File: src/rtl/pong_pkg.sv
// Shared definitions for the Pong round sequencer: state encoding,
// ball-pace reload codes and score width.
package pong_pkg;

  localparam int SCORE_W = 4;

  typedef enum logic [2:0] {
    ST_IDLE  = 3'd0,
    ST_SERVE = 3'd1,
    ST_PLAY  = 3'd2,
    ST_POINT = 3'd3,
    ST_OVER  = 3'd4
  } state_t;

  // Reload select codes for the external ball-pace down-counter
  localparam logic [1:0] SPD_SLOW = 2'b01;
  localparam logic [1:0] SPD_MED  = 2'b10;
  localparam logic [1:0] SPD_FAST = 2'b00;

  // One speed step up, saturating at the fastest pace
  function automatic logic [1:0] next_speed(input logic [1:0] cur);
    logic [1:0] nxt;
    case (cur)
      SPD_SLOW: nxt = SPD_MED;
      SPD_MED:  nxt = SPD_FAST;
      default:  nxt = SPD_FAST;
    endcase
    return nxt;
  endfunction

endpackage

File: src/rtl/round_timer.sv
// 4-bit loadable down-counter paced by the slow tick. A load always wins
// over a coincident tick, and the count saturates at zero.
module round_timer (
  input  logic       clk,
  input  logic       reset,
  input  logic       load,
  input  logic [3:0] load_val,
  input  logic       tick,
  output logic [3:0] value,
  output logic       zero
);

  // Load has priority; otherwise count down on tick while above zero
  always_ff @(posedge clk or negedge reset) begin
    if (!reset) begin
      value <= 4'd0;
    end else if (load) begin
      value <= load_val;
    end else if (tick && (value != 4'd0)) begin
      value <= value - 4'd1;
    end
  end

  assign zero = (value == 4'd0);

endmodule

File: src/rtl/pong_round_ctrl.sv
// Pong round sequencer: serve countdown, rally with speed-up, point hold,
// scoring and game over. Timing comes from the external slow tick.
// Build option: define PONG_AUTO_SERVE_EN to serve automatically as soon
// as the serve countdown expires; otherwise the serving side's button is
// required once the countdown has reached zero.
module pong_round_ctrl
  import pong_pkg::*;
#(
  parameter int WIN_SCORE   = 9,
  parameter int SERVE_TICKS = 3,
  parameter int POINT_TICKS = 10,
  parameter int RALLY_STEP  = 4
) (
  input  logic                clk,
  input  logic                reset,
  input  logic                tick,
  input  logic                start,
  input  logic                miss_l,
  input  logic                miss_r,
  input  logic                paddle_hit,
  input  logic                serve_l,
  input  logic                serve_r,
  output logic [2:0]          state,
  output logic [SCORE_W-1:0]  score_l,
  output logic [SCORE_W-1:0]  score_r,
  output logic                serve_side,
  output logic                ball_release,
  output logic [1:0]          speed_sel,
  output logic [3:0]          countdown,
  output logic                game_over
);

  localparam int RW = (RALLY_STEP < 2) ? 1 : $clog2(RALLY_STEP + 1);

  localparam logic [3:0]         SERVE_V = 4'(SERVE_TICKS);
  localparam logic [3:0]         POINT_V = 4'(POINT_TICKS);
  localparam logic [SCORE_W-1:0] WIN_V   = SCORE_W'(WIN_SCORE);
  localparam logic [RW:0]        STEP_V  = (RW + 1)'(RALLY_STEP);

  state_t              state_q, state_d;
  logic [SCORE_W-1:0]  score_l_q, score_l_d;
  logic [SCORE_W-1:0]  score_r_q, score_r_d;
  logic                side_q, side_d;
  logic                release_q, release_d;
  logic [1:0]          speed_q, speed_d;
  logic [RW-1:0]       rally_q, rally_d;
  logic                over_q;

  logic                tmr_load;
  logic [3:0]          tmr_val;
  logic [3:0]          tmr_value;
  logic                tmr_zero;
  logic                serve_ok;
  logic [SCORE_W-1:0]  score_l_inc;
  logic [SCORE_W-1:0]  score_r_inc;
  logic [RW:0]         rally_inc;

  round_timer u_timer (
    .clk      (clk),
    .reset    (reset),
    .load     (tmr_load),
    .load_val (tmr_val),
    .tick     (tick),
    .value    (tmr_value),
    .zero     (tmr_zero)
  );

`ifdef PONG_AUTO_SERVE_EN
  logic unused_serve_buttons;
  assign unused_serve_buttons = serve_l | serve_r;
  assign serve_ok = 1'b1;
`else
  assign serve_ok = side_q ? serve_r : serve_l;
`endif

  assign score_l_inc = score_l_q + 1'b1;
  assign score_r_inc = score_r_q + 1'b1;
  assign rally_inc   = {1'b0, rally_q} + 1'b1;

  // State and round-data registers; reset abandons any game in progress
  always_ff @(posedge clk or negedge reset) begin
    if (!reset) begin
      state_q   <= ST_IDLE;
      score_l_q <= '0;
      score_r_q <= '0;
      side_q    <= 1'b0;
      release_q <= 1'b0;
      speed_q   <= SPD_SLOW;
      rally_q   <= '0;
      over_q    <= 1'b0;
    end else begin
      state_q   <= state_d;
      score_l_q <= score_l_d;
      score_r_q <= score_r_d;
      side_q    <= side_d;
      release_q <= release_d;
      speed_q   <= speed_d;
      rally_q   <= rally_d;
      over_q    <= (state_d == ST_OVER);
    end
  end

  // Next-state, scoring, rally/speed and timer-load decisions
  always_comb begin
    state_d   = state_q;
    score_l_d = score_l_q;
    score_r_d = score_r_q;
    side_d    = side_q;
    release_d = 1'b0;
    speed_d   = speed_q;
    rally_d   = rally_q;
    tmr_load  = 1'b0;
    tmr_val   = SERVE_V;

    case (state_q)
      ST_IDLE, ST_OVER: begin
        if (start) begin
          score_l_d = '0;
          score_r_d = '0;
          side_d    = 1'b0;
          speed_d   = SPD_SLOW;
          rally_d   = '0;
          tmr_load  = 1'b1;
          tmr_val   = SERVE_V;
          state_d   = ST_SERVE;
        end
      end

      ST_SERVE: begin
        if (tmr_zero && serve_ok) begin
          release_d = 1'b1;
          state_d   = ST_PLAY;
        end
      end

      ST_PLAY: begin
        if (miss_l || miss_r) begin
          speed_d  = SPD_SLOW;
          rally_d  = '0;
          tmr_load = 1'b1;
          tmr_val  = POINT_V;
          state_d  = ST_POINT;
          if (miss_l && !miss_r) begin
            score_r_d = score_r_inc;
            side_d    = 1'b0;
            if (score_r_inc == WIN_V) begin
              state_d = ST_OVER;
            end
          end else if (miss_r && !miss_l) begin
            score_l_d = score_l_inc;
            side_d    = 1'b1;
            if (score_l_inc == WIN_V) begin
              state_d = ST_OVER;
            end
          end
        end else if (paddle_hit) begin
          if (rally_inc == STEP_V) begin
            rally_d = '0;
            speed_d = next_speed(speed_q);
          end else begin
            rally_d = rally_inc[RW-1:0];
          end
        end
      end

      ST_POINT: begin
        if (tmr_zero) begin
          tmr_load = 1'b1;
          tmr_val  = SERVE_V;
          state_d  = ST_SERVE;
        end
      end

      default: begin
        state_d = ST_IDLE;
      end
    endcase
  end

  assign state        = state_q;
  assign score_l      = score_l_q;
  assign score_r      = score_r_q;
  assign serve_side   = side_q;
  assign ball_release = release_q;
  assign speed_sel    = speed_q;
  assign game_over    = over_q;
  assign countdown    = ((state_q == ST_SERVE) || (state_q == ST_POINT)) ? tmr_value : 4'd0;

endmodule
File: config.mk
export PLATFORM = sky130hd
export DESIGN_NAME = pong_round_ctrl
export DESIGN_NICKNAME = d
export VERILOG_FILES = /design/src/rtl/pong_pkg.sv /design/src/rtl/round_timer.sv /design/src/rtl/pong_round_ctrl.sv
export SDC_FILE = /design/constraint.sdc
export NUM_CORES = 1
export LEC_CHECK = 0
export CAP_MARGIN = 20
export CORE_UTILIZATION = 50
export CTS_CLUSTER_DIAMETER = 40
export DETAILED_ROUTE_END_ITERATION = 10
export HOLD_SLACK_MARGIN = 0.1
export PLACE_DENSITY_LB_ADDON = 0.25
export SLEW_MARGIN = 10
export SYNTH_ARGS = -nofsm -noshare
export SYNTH_HDL_FRONTEND = slang
export SYNTH_SLANG_ARGS = --single-unit
File: constraint.sdc
create_clock -name clk -period 1.8 [get_ports clk]
set_input_delay 0.36 -clock clk [delete_from_list [all_inputs] [get_ports clk]]
set_output_delay 0.36 -clock clk [all_outputs]
set_load 0.05 [all_outputs]
After elaboration in Yosys (flattened, before gate mapping)
Cells that the tools add are included.
- input bits: 9
- register bits: 23
- output and inout bits: 20
- word-level logic and storage cells: 94
- multiplexer cells: 45
- reductions and logical operators: 19
- add/sub/neg operators: 4
- equality and inequality tests: 17
- operators with widths (kind ; number):
    4-bit two-way mux ; 11
    3-bit two-way mux ; 12
    4-bit one-hot mux with 2 select lines ; 2
    3-bit one-hot mux with 4 select lines ; 1
    4-bit AND reduction ; 3
    1-bit two-way mux ; 10
    2-bit two-way mux ; 5
    2-bit != test (second input constant) ; 5
    3-bit != test (second input constant) ; 3
    4-bit by 1-bit adder with 4-bit output (second input constant) ; 2
    4-bit equality test (second input constant) ; 2
    3-bit by 2-bit equality test with 1-bit output (second input constant) ; 2
    3-bit equality test (second input constant) ; 2
    3-bit one-hot mux with 2 select lines ; 1
    5-bit AND reduction ; 1
    3-bit by 1-bit adder with 4-bit output (second input constant) ; 1
    4-bit by 3-bit equality test with 1-bit output (second input constant) ; 1
    1-bit logical AND ; 4
    4-bit zero test ; 1
    2-bit one-hot mux with 2 select lines ; 1
    2-bit nonzero test ; 2
    4-bit nonzero test ; 1
    4-bit by 1-bit subtractor with 4-bit output (second input constant) ; 1
    3-bit by 1-bit equality test with 1-bit output (second input constant) ; 1
    8 further kinds ; 10

Longest topological paths before layout
Gate-level depths: netlist (run 1).
- depth after elaboration: 8
- gate-level depth with buffers: 8
- gate-level depth less buffers: 7

By module
Synthesis (run 1) repeated with hierarchy kept, for this count alone.
- cell total of the unflattened synthesis: 163
- area total of the unflattened synthesis: 1486.4 µm²
- by module, submodules not included (module ; cells an instance ; times used ; sequential area each (µm²) ; area each (µm²)):
    pong_round_ctrl ; 136 ; 1 ; 476.7 ; 1216.2
    round_timer ; 27 ; 1 ; 100.1 ; 270.3

Worst setup path after synthesis (run 1)
Ideal clock, no wire load.
- path kind: register -> output
- from: reg state_q[0], in the netlist state[0]
- to: out countdown[0]
- required time: 1.440 ns
- cell stages (with the launch flop): 4
- buffers on the path: 1
- arrival time: 1.699 ns
- path slack: -0.259 ns
- path through: dfrtp_1 > clkbuf_1 > nor2b_1 > and2_1
- word-level cells in the longest chain between the ends: 3
- elaborated cells on any way between the ends: 4
- classes of those cells: eq/ne: 2; mux: 1; reduce/logical: 1
- RTL lines (item ; line ; source):
    start, declared ; pong_round_ctrl.sv:40 ; state_t state_q, state_d;
    start signal, assigned ; pong_round_ctrl.sv:92 ; state_q <= state_d;
    3-bit by 1-bit equality test with 1-bit output or 3-bit by 2-bit equality test with 1-bit output (tied branches) ; pong_round_ctrl.sv:187 ; assign countdown = ((state_q == ST_SERVE) || (state_q == ST_POINT)) ? tmr_value : 4'd0;
    1-bit logical OR * ; pong_round_ctrl.sv:187 ;
    4-bit two-way mux * ; pong_round_ctrl.sv:187 ;
    end, declared ; pong_round_ctrl.sv:29 ; output logic [3:0] countdown,
Mark *: on every way between the ends. The rest lies on a longest branch, timed or not.

Worst setup path after layout (run 1)
- from: in miss_l
- to: reg speed_q[1], in the netlist speed_sel[1]
- word-level cells in the longest chain between the ends: 3
- elaborated cells on any way between the ends: 6
- classes of those cells: eq/ne: 2; mux: 2; reduce/logical: 2
- RTL lines (item ; line ; source):
    start, declared ; pong_round_ctrl.sv:18 ; input logic miss_l,
    1-bit logical OR * ; pong_round_ctrl.sv:137 ; if (miss_l || miss_r) begin
    3-bit != test (no source line) or 2-bit two-way mux (tied branches) ; - ;
    4-bit AND reduction (no source line) or 2-bit one-hot mux with 2 select lines (tied branches) ; - ;
    end signal, assigned ; pong_round_ctrl.sv:97 ; speed_q <= speed_d;
    end, declared ; pong_round_ctrl.sv:45 ; logic [1:0] speed_q, speed_d;
Marked as above.
A chain may end at the register's enable or synchronous reset.

==> results of run 1 <==
[worst max-delay path: cells and delay by family]
family / cells / cell delay, ns
adders and majority gates: 1 / 0.17
buffers and inverters: 3 / 0.58
and+or+nand+nor: 3 / 0.91
[synthesized netlist by cell type, drive strengths merged]
cell type / count / area, µm²
and3: 1 / 6.260
o31ai: 1 / 7.510
o41ai: 2 / 17.52
or4: 1 / 7.510
nor3b: 3 / 22.52
nand2: 12 / 45.04
o21ai: 12 / 60.06
mux2i: 2 / 20.02
o32ai: 1 / 8.760
nand4b: 1 / 8.760
dfrtp: 22 / 550.5
and2b: 1 / 8.760
inv: 14 / 52.55
buf: 1 / 5.000
nor3: 3 / 15.01
a21oi: 10 / 50.05
nor2: 5 / 18.77
xor2: 2 / 17.52
xnor2: 3 / 26.28
or3: 2 / 12.51
o221ai: 1 / 8.760
a32o: 3 / 30.03
o211ai: 1 / 7.510
or4b: 1 / 10.01
a211o: 1 / 8.760
a21o: 2 / 15.01
nand3: 7 / 35.03
clkbuf: 1 / 3.750
ha: 10 / 125.1
dfstp: 1 / 26.28
o21a: 1 / 7.510
nand2b: 9 / 58.81
or3b: 1 / 8.760
and2: 5 / 31.28
nor2b: 2 / 12.51
nand4: 1 / 6.260
a31oi: 2 / 12.51
o22ai: 2 / 12.51
[state kept, by name (all words and copies together) (netlist names)]
signal	cells
u_timer.value	4
rally_q	3
ball_release	1
state	3
game_over	1
score_r	4
speed_sel	2
serve_side	1
score_l	4
[per-layer routing]
layer	vias to the layer above	global-route usage	part of all wire
met5	-	0	0
met4	0	0.07692	0.0092
met3	5	0.04167	0.028
met2	29	0.4370	0.52
met1	639	0.3058	0.44
li1	647	-	-
[final timing paths]
| check | from | end | slack [ns] | depth (start not counted) |
|---|---|---|---|---|
| worst min-delay path | reset | score_l[0] | 0.37 | 2 |
| worst max-delay path | miss_l | speed_sel[1] | 0.03 | 7 |
| worst min register to register | speed_sel[0] | speed_sel[0] | 0.52 | 2 |
| max in group asynchronous | reset | speed_sel[0] | 1.13 | 2 |
| worst max register to register | state[2] | speed_sel[1] | 0.07 | 5 |
| min in group clk | speed_sel[0] | speed_sel[0] | 0.52 | 2 |
[cell type report]
| class | count | area, µm² |
|---|---|---|
| multi-input cells | 111 | 787.0 |
| inverters | 14 | 52.55 |
| clock buffers | 4 | 26.28 |
| repair buffers | 53 | 467.9 |
| well taps | 30 | 37.54 |
| fillers | 183 | 594.3 |
| flip-flops and latches | 23 | 579.3 |
[kinds of logic (layout without fill, tap and decap cells)]
| kind of cell | Yosys count | count (layout) | share of synthesized area |
|---|---|---|---|
| and+or+nand+nor | 55 | 55 | 0.2228 |
| AOI/OAI and AO/OA | 39 | 39 | 0.1785 |
| DFF | 23 | 23 | 0.4176 |
| buffers and inverters | 16 | 71 | 0.04438 |
| adders and majority gates | 10 | 10 | 0.09058 |
| xor gates and xnor gates | 5 | 5 | 0.03171 |
| muxes | 2 | 2 | 0.01449 |
[stage by stage]
step	utilization	cell area, µm²
floorplan	-	1389
global placement	0.7262	1848
detailed placement	0.7262	1848
CTS	0.7394	1882
global route	0.7665	1951
finish	0.7665	1951
[where the power goes]
part           switching [mW]  internal (mW)  total [mW]
logic                   0.900          0.654        1.55
clock network           0.155         0.0866       0.242
registers               0.166          0.658       0.824
[what timing repair did]
item	4_1_cts	5_1_grt
buffers inserted	0	5
pin swaps	0	1
gates resized for setup	2	8
gates cloned	0	0
endpoints found under the setup margin	4	16
==> flow_summary.yaml, run 1 <==
drt:
  post_drt_wl_per_cell_um: 14.34
  wl_final_mm: 3.369
  drc: 0
  post_drt_via_cell_ratio: 5.617
  detailedRoute.firstPassIterationCount: 4
  first_iter_violations: 30
  vias_after_detailed_routing: 1320
  antenna_violating_nets_post_route: 0
critical_path:
  critical_path.slowest_cell: "or4_1"
  crit_fanout: 4
  worst-setup-path-type: "input pin to register"
  start_kind: "input pin"
  worstPathArrival_ns: 2.02
  worst_ep_required_time_ns: 2.05
  path_cells: "clkdlybuf4s50_1 -> inv_1 -> ha_4 -> inv_2 -> or4_1 -> or3_1 -> nand3_1"
  endpoint_kind: "register"
  worst_path_largest_cell_delay_ns: 0.50
power:
  p_leak_nw: 0.9490
  peakVddDrop_mv: 1.515
  fin_total_pwr_mw: 2.620
  power.density_nw_per_um2: 1343
timing:
  achievable-frequency_mhz: 565.6
  final_clock_period_utilization_by_the_worst_path: 0.9822
  worst_slew_pin_slew_ns: 0.2758
  maxSlewViolCount: 0
  finalHoldViolations: 0
  finClkSkew_ns: 0.01146
  setup_ws_ns: 0.03206
  setup_violations: 0
  setup_total_negative_slack_ns: 0
  whs_ns: 0.3726
  min_period_ns: 1.768
  relSlewSlack: 0.8137
floorplan:
  floorplan.die.width_um: 54.56
  starting_density_of_the_core: 0.5428
  die-height_um: 54.56
  core_region_area_um2: 2545
  fp-row-count: 18
  boundaryPins: 29
  design.die.area_um2: 2977
global_routing:
  grt_pass1_wl_mm: 5.244
  antenna_violations_before_repair: 0
  grtUsageTotal: 0.2483
  grt_pass1_vias: 1197
  grt_remaining_overflow: 0
  pin_count_of_the_biggest_net_entering_global_routing: 24
synthesis:
  yosysUniqueCellTypes: 41
  synth_area_per_cell_um2: 9.209
  synth.net_count: 169
  synthesis.instances: 150
  synth.ff_latch_count: 23
  synth.yosys.seq_area_share: 0.4176
  synth_warnings: 0
  synth_area_um2: 1381
clock_tree:
  ctsRootBufferMaster: "clkbuf_4"
  cts-root-to-sink-buffers: 2
  numCtsBuffers: 3
  ctsHtreeMaxLevel: 1
  cts_hold_buffers: 0
  clk_pin_slew_ns: 0.13
  clk-insertion-delay-late_ns: 0.31
  tritoncts: "yes"
  cts.sink_count: 23
final_layout:
  drive_above_1_share: 0.3171
  antenna_cells_inserted: 0
  final_cell_mix: "buf_4 (41), dfrtp_1 (20), inv_1 (12), nand2_1 (12)"
  syn2layout_area_growth_pct: 41.21
  layout.nets: 225
  final-instance-count-excl-fill: 235
  most_frequent_standard_cell_in_the_layout_excluding_fill_and_tap_cells: "buf_4"
placed_design:
  port-buffer-count: 28
  place.gp.congestion: 0.8749
  place_ws_ns: -0.3368
  post-place-cells: 226
  post-dp-hpwl_mm: 2.451
flow_run:
  max-cap-violations: 0
hold_path:
  timing.hold.worst.class: "input pin to async pin"
status:
  outcome: "finished, final reports clean"
No activity file was read; power rests on OpenSTA's default activity.
==> run 2, diff against run 1 <==
ABC_AREA = 1   (was not set)
CORE_UTILIZATION = 51   (was 50)
==> run 2 against run 1 <==
  * First-iteration DRC count up 27%
  * Via count did not move
  * Die area is 1.7% higher
  * Critical path depth down 3
  * Wire length fell by 12%
  * Clock skew shrank 0.0045 ns
  * Cell count increased by 11%
  * Critical path type is now register to primary output
==> flow_summary.yaml, run 2 <==
critical_path:
  path_depth: 4
  worst_ep_required_time_ns: 1.44
  worst-r2r-setup-slack_ns: 0.27
  r2r-end: "u_timer.value[3]"
  reg2regPathDepth: 7
  critical_path.slowest_cell: "dfrtp_1"
  path_cells: "inv_2 -> nand2_1 -> nor2_1 -> buf_12"
  start_kind: "register"
  reg2reg_from: "u_timer.value[0]"
  critPathBufInv: 2
  crit_fanout: 4
  worst_path_largest_cell_delay_ns: 0.47
  crit_path_end: "countdown[3]"
  critPathTopFamily: "flip-flops"
  worstSetupStartpoint: "state[2]"
  endpoint_kind: "primary output"
  worst-setup-path-type: "register to primary output"
  worstPathArrival_ns: 1.33
placed_design:
  post-dp-hpwl_mm: 2.312
  post-place-cells: 258
  dpl_cell_area_um2: 1794
  port-buffer-count: 28
  place.gp.congestion: 0.8109
timing:
  finClkSkew_ns: 0.007010
  final_clock_period_utilization_by_the_worst_path: 0.9407
  achievable-frequency_mhz: 590.6
  maxSlewViolCount: 0
  setup_violations: 0
  min_period_ns: 1.693
  finalHoldViolations: 0
  relSlewSlack: 0.7115
  whs_ns: 0.3642
  rsz0062_at_grt: "no"
  worst_slew_pin_slew_ns: 0.4288
hold_path:
  timing.hold.worst.class: "input pin to async pin"
clock_tree:
  cts.sink_count: 23
  ctsHtreeMaxLevel: 1
  cts_hold_buffers: 0
  clk_pin_slew_ns: 0.14
  post-cts-setup-buffer-count: 0
  cts-root-to-sink-buffers: 2
  ctsRootBufferMaster: "clkbuf_4"
  tritoncts: "yes"
  clk-insertion-delay-late_ns: 0.32
  cts_repair_resize_count: 0
  numCtsBuffers: 3
synthesis:
  synth_compound_gate_area_share: 0.06719
  synth_async_sr_flop_share: 1.000
  synth_area_um2: 1434
  yosys.area.top_type_share: 0.3839
  synthSimpleGateAreaFrac: 0.3325
  synth.ff_latch_count: 23
  postSynth.topFlopCell: "dfrtp_1"
  synth_fa_ha_area_frac: 0.08726
  post_synth_main_area_contributors: "dfrtp_1 (38%), nand2_1 (15%), ha_1 (8.7%)"
  synth.net_count: 215
  post-synth-top-count-cell: "nand2_1"
  synth.yosys.seq_area_share: 0.4023
  synth_top_family_by_area: "simple AND/OR/NAND/NOR gates"
  yosysUniqueCellTypes: 21
  synth.cells.most_frequent: "nand2_1 (58), inv_1 (31), dfrtp_1 (22)"
  synthesis.instances: 196
  synth_area_in_xor_xnor: 0.01222
  synth_top_area_cell: "dfrtp_1"
  synth_warnings: 0
  synth_area_per_cell_um2: 7.316
  edff_count_synth: 0
  synthMuxAreaShare: 0.006981
drt:
  post_drt_via_cell_ratio: 5.038
  vias_after_detailed_routing: 1320
  first_iter_violations: 38
  wl_final_mm: 2.969
  antenna_violating_nets_post_route: 0
  detailedRoute.firstPassIterationCount: 4
  post_drt_wl_per_cell_um: 11.33
  drc: 0
global_routing:
  grt_pass1_wl_mm: 4.747
  antenna_violations_before_repair: 0
  grt_pass1_vias: 1157
  grtUsageTotal: 0.2204
  grt_remaining_overflow: 0
  pin_count_of_the_biggest_net_entering_global_routing: 24
floorplan:
  design.die.area_um2: 3028
  starting_density_of_the_core: 0.5585
  fp-row-count: 18
  boundaryPins: 29
  core_region_area_um2: 2567
  floorplan.die.width_um: 55.03
  die-height_um: 55.03
final_layout:
  final_cell_mix: "nand2_1 (58), inv_1 (31), dfrtp_1 (22)"
  most_frequent_standard_cell_in_the_layout_excluding_fill_and_tap_cells: "nand2_1"
  syn2layout_area_growth_pct: 27.05
  final-instance-count-excl-fill: 262
  antenna_cells_inserted: 0
  layout.nets: 252
  drive_above_1_share: 0.1983
  final_design_area_no_fill_um2: 1822
power:
  peakVddDrop_mv: 1.257
  p_leak_nw: 0.9849
  power.density_nw_per_um2: 1359
status:
  outcome: "finished, final reports clean"
flow_run:
  max-cap-violations: 0
[run 2: cell types whose count changed in the layout (fill, tap and decap cells not counted), sizes merged, moves of 5 or more]
cell    change
inv        +21
and2        -5
nand2      +53
nand2b      -9
a21oi       -8
nor2       +13
nand3      +14
buf        -21
[run 2: cell families after synthesis]
family	after synthesis
AO/OA/AOI/OAI	18
XOR/XNOR	2
adder cells (fa/ha/maj)	10
buffers and inverters	35
flip-flops	23
multiplexers	1
AND/OR/NAND/NOR	107
[run 2: final cells by class]
class	instances	area [µm²]
fillers	215	745.7
multi-input cells	138	725.7
clock buffers	3	22.52
flip-flops and latches	23	576.8
inverters	35	131.4
clock inverters	1	5.005
repair buffers	32	322.8
well taps	30	37.54
[run 2: metal layers]
metal / global-route usage / routed length [µm] / up-vias
li1: - / - / 682
met2: 0.3795 / 1463 / 37
met4: 0.05833 / 19 / 0
met3: 0.04918 / 143 / 2
met1: 0.2765 / 1343 / 599
met5: 0 / 0 / -
[run 2: through the flow]
step           setup TNS, ns  setup WS, ns  utilization  power (mW)
6_report                   0        0.1067       0.7096       2.476
5_1_grt                    0       0.02106       0.7096       2.638
4_1_cts                    0       0.08843       0.7096       2.480
3_5_place_dp         -0.1150      -0.04752       0.6988       2.235
3_3_place_gp               0       0.01641       0.6988       2.196
2_1_floorplan        -0.6195       -0.1549            -       1.703
[run 2: how the worst min path moves through the flow]
stage,cells past startpoint,endpoint,slack [ns],startpoint
after global routing,2,score_l[2],0.43,reset
after CTS,2,score_l[2],0.38,reset
final,2,score_l[2],0.36,reset
after floorplan,0,ball_release,0.06,reset
after global placement,2,speed_sel[1],0.48,speed_sel[1]
after detailed placement,2,speed_sel[0],0.51,speed_sel[0]
[run 2: worst register-to-register path, delay by kind of cell (launching register included)]
kind,cells,cell delay [ns]
compound gates,1,0.40
flops,1,0.38
simple gates,3,0.31
fa+ha+maj,1,0.26
buf+inv,2,0.14
[run 2: power breakdown]
group	switching (mW)	internal, mW
sequential	0.139	0.641
clock	0.165	0.0833
combinational	0.913	0.534
total	1.22	1.26
==> run 3, diff against run 2 <==
SLEW_MARGIN = 15   (was 10)
SYNTH_HIERARCHICAL = 1   (was not set)
==> run 3 against run 2 <==
  * First-iteration DRC count decreased by 21%
  * Combinational power rose by 30%
  * Via count grew 3.5%
  * Clock skew shrank 0.0062 ns
  * Critical path depth unchanged
  * Final area is 7.9% higher
  * Worst hold slack improved by 0.027 ns
  * Critical endpoint unchanged
  * Power rose by 19%
  * Largest power group unchanged
  * Flip-flop and latch count unchanged
==> flow_summary.yaml, run 3 <==
drt:
  detailedRoute.firstPassIterationCount: 4
  post_drt_wl_per_cell_um: 10.81
  wl_final_mm: 3.004
  post_drt_via_cell_ratio: 4.914
  vias_after_detailed_routing: 1366
  first_iter_violations: 30
  antenna_violating_nets_post_route: 0
  drc: 0
clock_tree:
  cts.sink_count: 23
  clk_pin_slew_ns: 0.13
  tritoncts: "yes"
  ctsRootBufferMaster: "clkbuf_4"
  numCtsBuffers: 3
  ctsHtreeMaxLevel: 1
  cts-root-to-sink-buffers: 2
  cts_hold_buffers: 0
  clk-insertion-delay-late_ns: 0.30
final_layout:
  final-instance-count-excl-fill: 278
  multiInputGateArea_um2: 799.5
  fin_util: 0.7067
  layout.nets: 267
  most_frequent_standard_cell_in_the_layout_excluding_fill_and_tap_cells: "nand2_1"
  fillerInstances: 231
  antenna_cells_inserted: 0
  syn2layout_area_growth_pct: 30.59
  seqCellArea_um2: 579.3
  final_cell_mix: "nand2_1 (52), inv_1 (30), buf_4 (27)"
  drive_above_1_share: 0.2713
placed_design:
  port-buffer-count: 28
  place.gp.congestion: 0.8392
  post-dp-hpwl_mm: 2.385
  post-place-cells: 272
synthesis:
  synth.ff_latch_count: 23
  synthMuxAreaShare: 0
  synth.cells.most_frequent: "nand2_1 (52), inv_1 (31), dfrtp_1 (22)"
  synth_async_sr_flop_share: 1.000
  postSynth.topFlopCell: "dfrtp_1"
  post_synth_main_area_contributors: "dfrtp_1 (37%), nand2_1 (13%), ha_1 (8.3%)"
  synthesis.instances: 203
  synth_top_area_cell: "dfrtp_1"
  synth_compound_gate_area_share: 0.08894
  synth_warnings: 6
  synth_area_in_xor_xnor: 0.005819
  synthSimpleGateAreaFrac: 0.3416
  yosys.area.top_type_share: 0.3658
  synth_area_um2: 1505
  synth_area_per_cell_um2: 7.415
  synth_fa_ha_area_frac: 0.08313
  synth.yosys.seq_area_share: 0.3832
  edff_count_synth: 0
  yosysUniqueCellTypes: 25
  post-synth-top-count-cell: "nand2_1"
  synth.net_count: 222
  synth_top_family_by_area: "simple AND/OR/NAND/NOR gates"
flow_run:
  max-cap-violations: 0
critical_path:
  worstPathArrival_ns: 1.34
  crit_fanout: 5
  worst_ep_required_time_ns: 1.44
  start_kind: "register"
  worst-setup-path-type: "register to primary output"
  r2r-end: "u_timer/value[1]"
  reg2regPathDepth: 11
  endpoint_kind: "primary output"
  worst-r2r-setup-slack_ns: 0.17
  reg2reg_from: "u_timer/value[0]"
global_routing:
  grt_pass1_vias: 1295
  pin_count_of_the_biggest_net_entering_global_routing: 24
  grt_pass1_wl_mm: 5.395
  grtUsageTotal: 0.2125
  grt_remaining_overflow: 0
  antenna_violations_before_repair: 0
timing:
  achievable-frequency_mhz: 589.3
  min_period_ns: 1.697
  setup_violations: 0
  setup_total_negative_slack_ns: 0
  final_clock_period_utilization_by_the_worst_path: 0.9428
  finalHoldViolations: 0
  rsz0062_at_grt: "no"
  maxSlewViolCount: 0
  finClkSkew_ns: 0.0008154
floorplan:
  starting_density_of_the_core: 0.5412
  boundaryPins: 29
  floorplan.die.width_um: 56.33
  core_region_area_um2: 2781
  design.die.area_um2: 3173
  fp-row-count: 19
  die-height_um: 56.33
power:
  power.net_switching_mw: 1.478
  peakVddDrop_mv: 1.497
  pwr-share-clk: 0.082
  power_frac_seq: 0.272
  power.internal_mw: 1.456
  p_leak_nw: 1.029
  power.density_nw_per_um2: 1493
  netSwitchingFraction: 0.5038
  fin_total_pwr_mw: 2.935
  portion_of_total_power_attributed_to_combinational_logic: 0.646
status:
  outcome: "finished, final reports clean"
hold_path:
  timing.hold.worst.class: "input pin to async pin"
run 3: how the worst max path moves through the flow:
stage | startpoint | endpoint | slack, ns
3_3_place_gp | miss_l | speed_sel[1] | -0.09
5_1_grt | state[2] | countdown[1] | 0.008
4_1_cts | state[2] | countdown[3] | 0.06
6_report | state[2] | countdown[3] | 0.10
3_5_place_dp | miss_l | score_l[0] | -0.13
2_1_floorplan | state[2] | u_timer/value[3] | 0.04
run 3: power by group through the flow:
stage / logic, mW / registers, mW / clock network, mW
final: 1.89 / 0.798 / 0.242
after global placement: 1.81 / 0.830 / 0
after detailed placement: 1.83 / 0.832 / 0
after CTS: 1.88 / 0.801 / 0.246
after global routing: 2.08 / 0.821 / 0.262
after floorplan: 0.960 / 1.07 / 0
run 3: cells by family after synthesis:
group | Yosys count
fa+ha+maj | 10
xor+xnor | 1
buf+inv | 37
other cells | 2
flops | 23
simple gates | 106
compound gates | 24
run 3: per-layer routing:
layer / vias up / share of wire / GRT usage
met1: 600 / 0.47 / 0.2821
li1: 725 / - / -
met4: 0 / 0.0050 / 0.05923
met3: 2 / 0.045 / 0.02535
met2: 39 / 0.48 / 0.3673
met5: - / 0 / 0
run 3: worst max-delay path: stages, from the launching register on:
cell,delay [ns]
dfrtp_1,0.44
nor2_1,0.19
inv_2,0.11
nor2_2,0.14
buf_12,0.15
run 3: metrics by stage:
step / area, µm² / setup WS [ns] / hold WS [ns]
2_1_floorplan: 1518 / 0.04415 / 0.06441
3_3_place_gp: 1924 / -0.08506 / 0.4915
3_5_place_dp: 1924 / -0.1268 / 0.4886
4_1_cts: 1958 / 0.06459 / 0.4058
5_1_grt: 1966 / 0.008263 / 0.4288
6_report: 1966 / 0.1030 / 0.3911
run 3: cell type report:
cell class	instances	area share
clock buffer	4	0.01337
inverter	37	0.07066
multi-input combinational	143	0.4067
sequential	23	0.2947
tap	31	0.01973
timing repair buffer	40	0.1948
run 3: what timing repair did:
action / 4_1_cts / 5_1_grt
resized for setup: 0 / 1
setup buffers: 1 / 1
setup endpoints to repair: 4 / 5
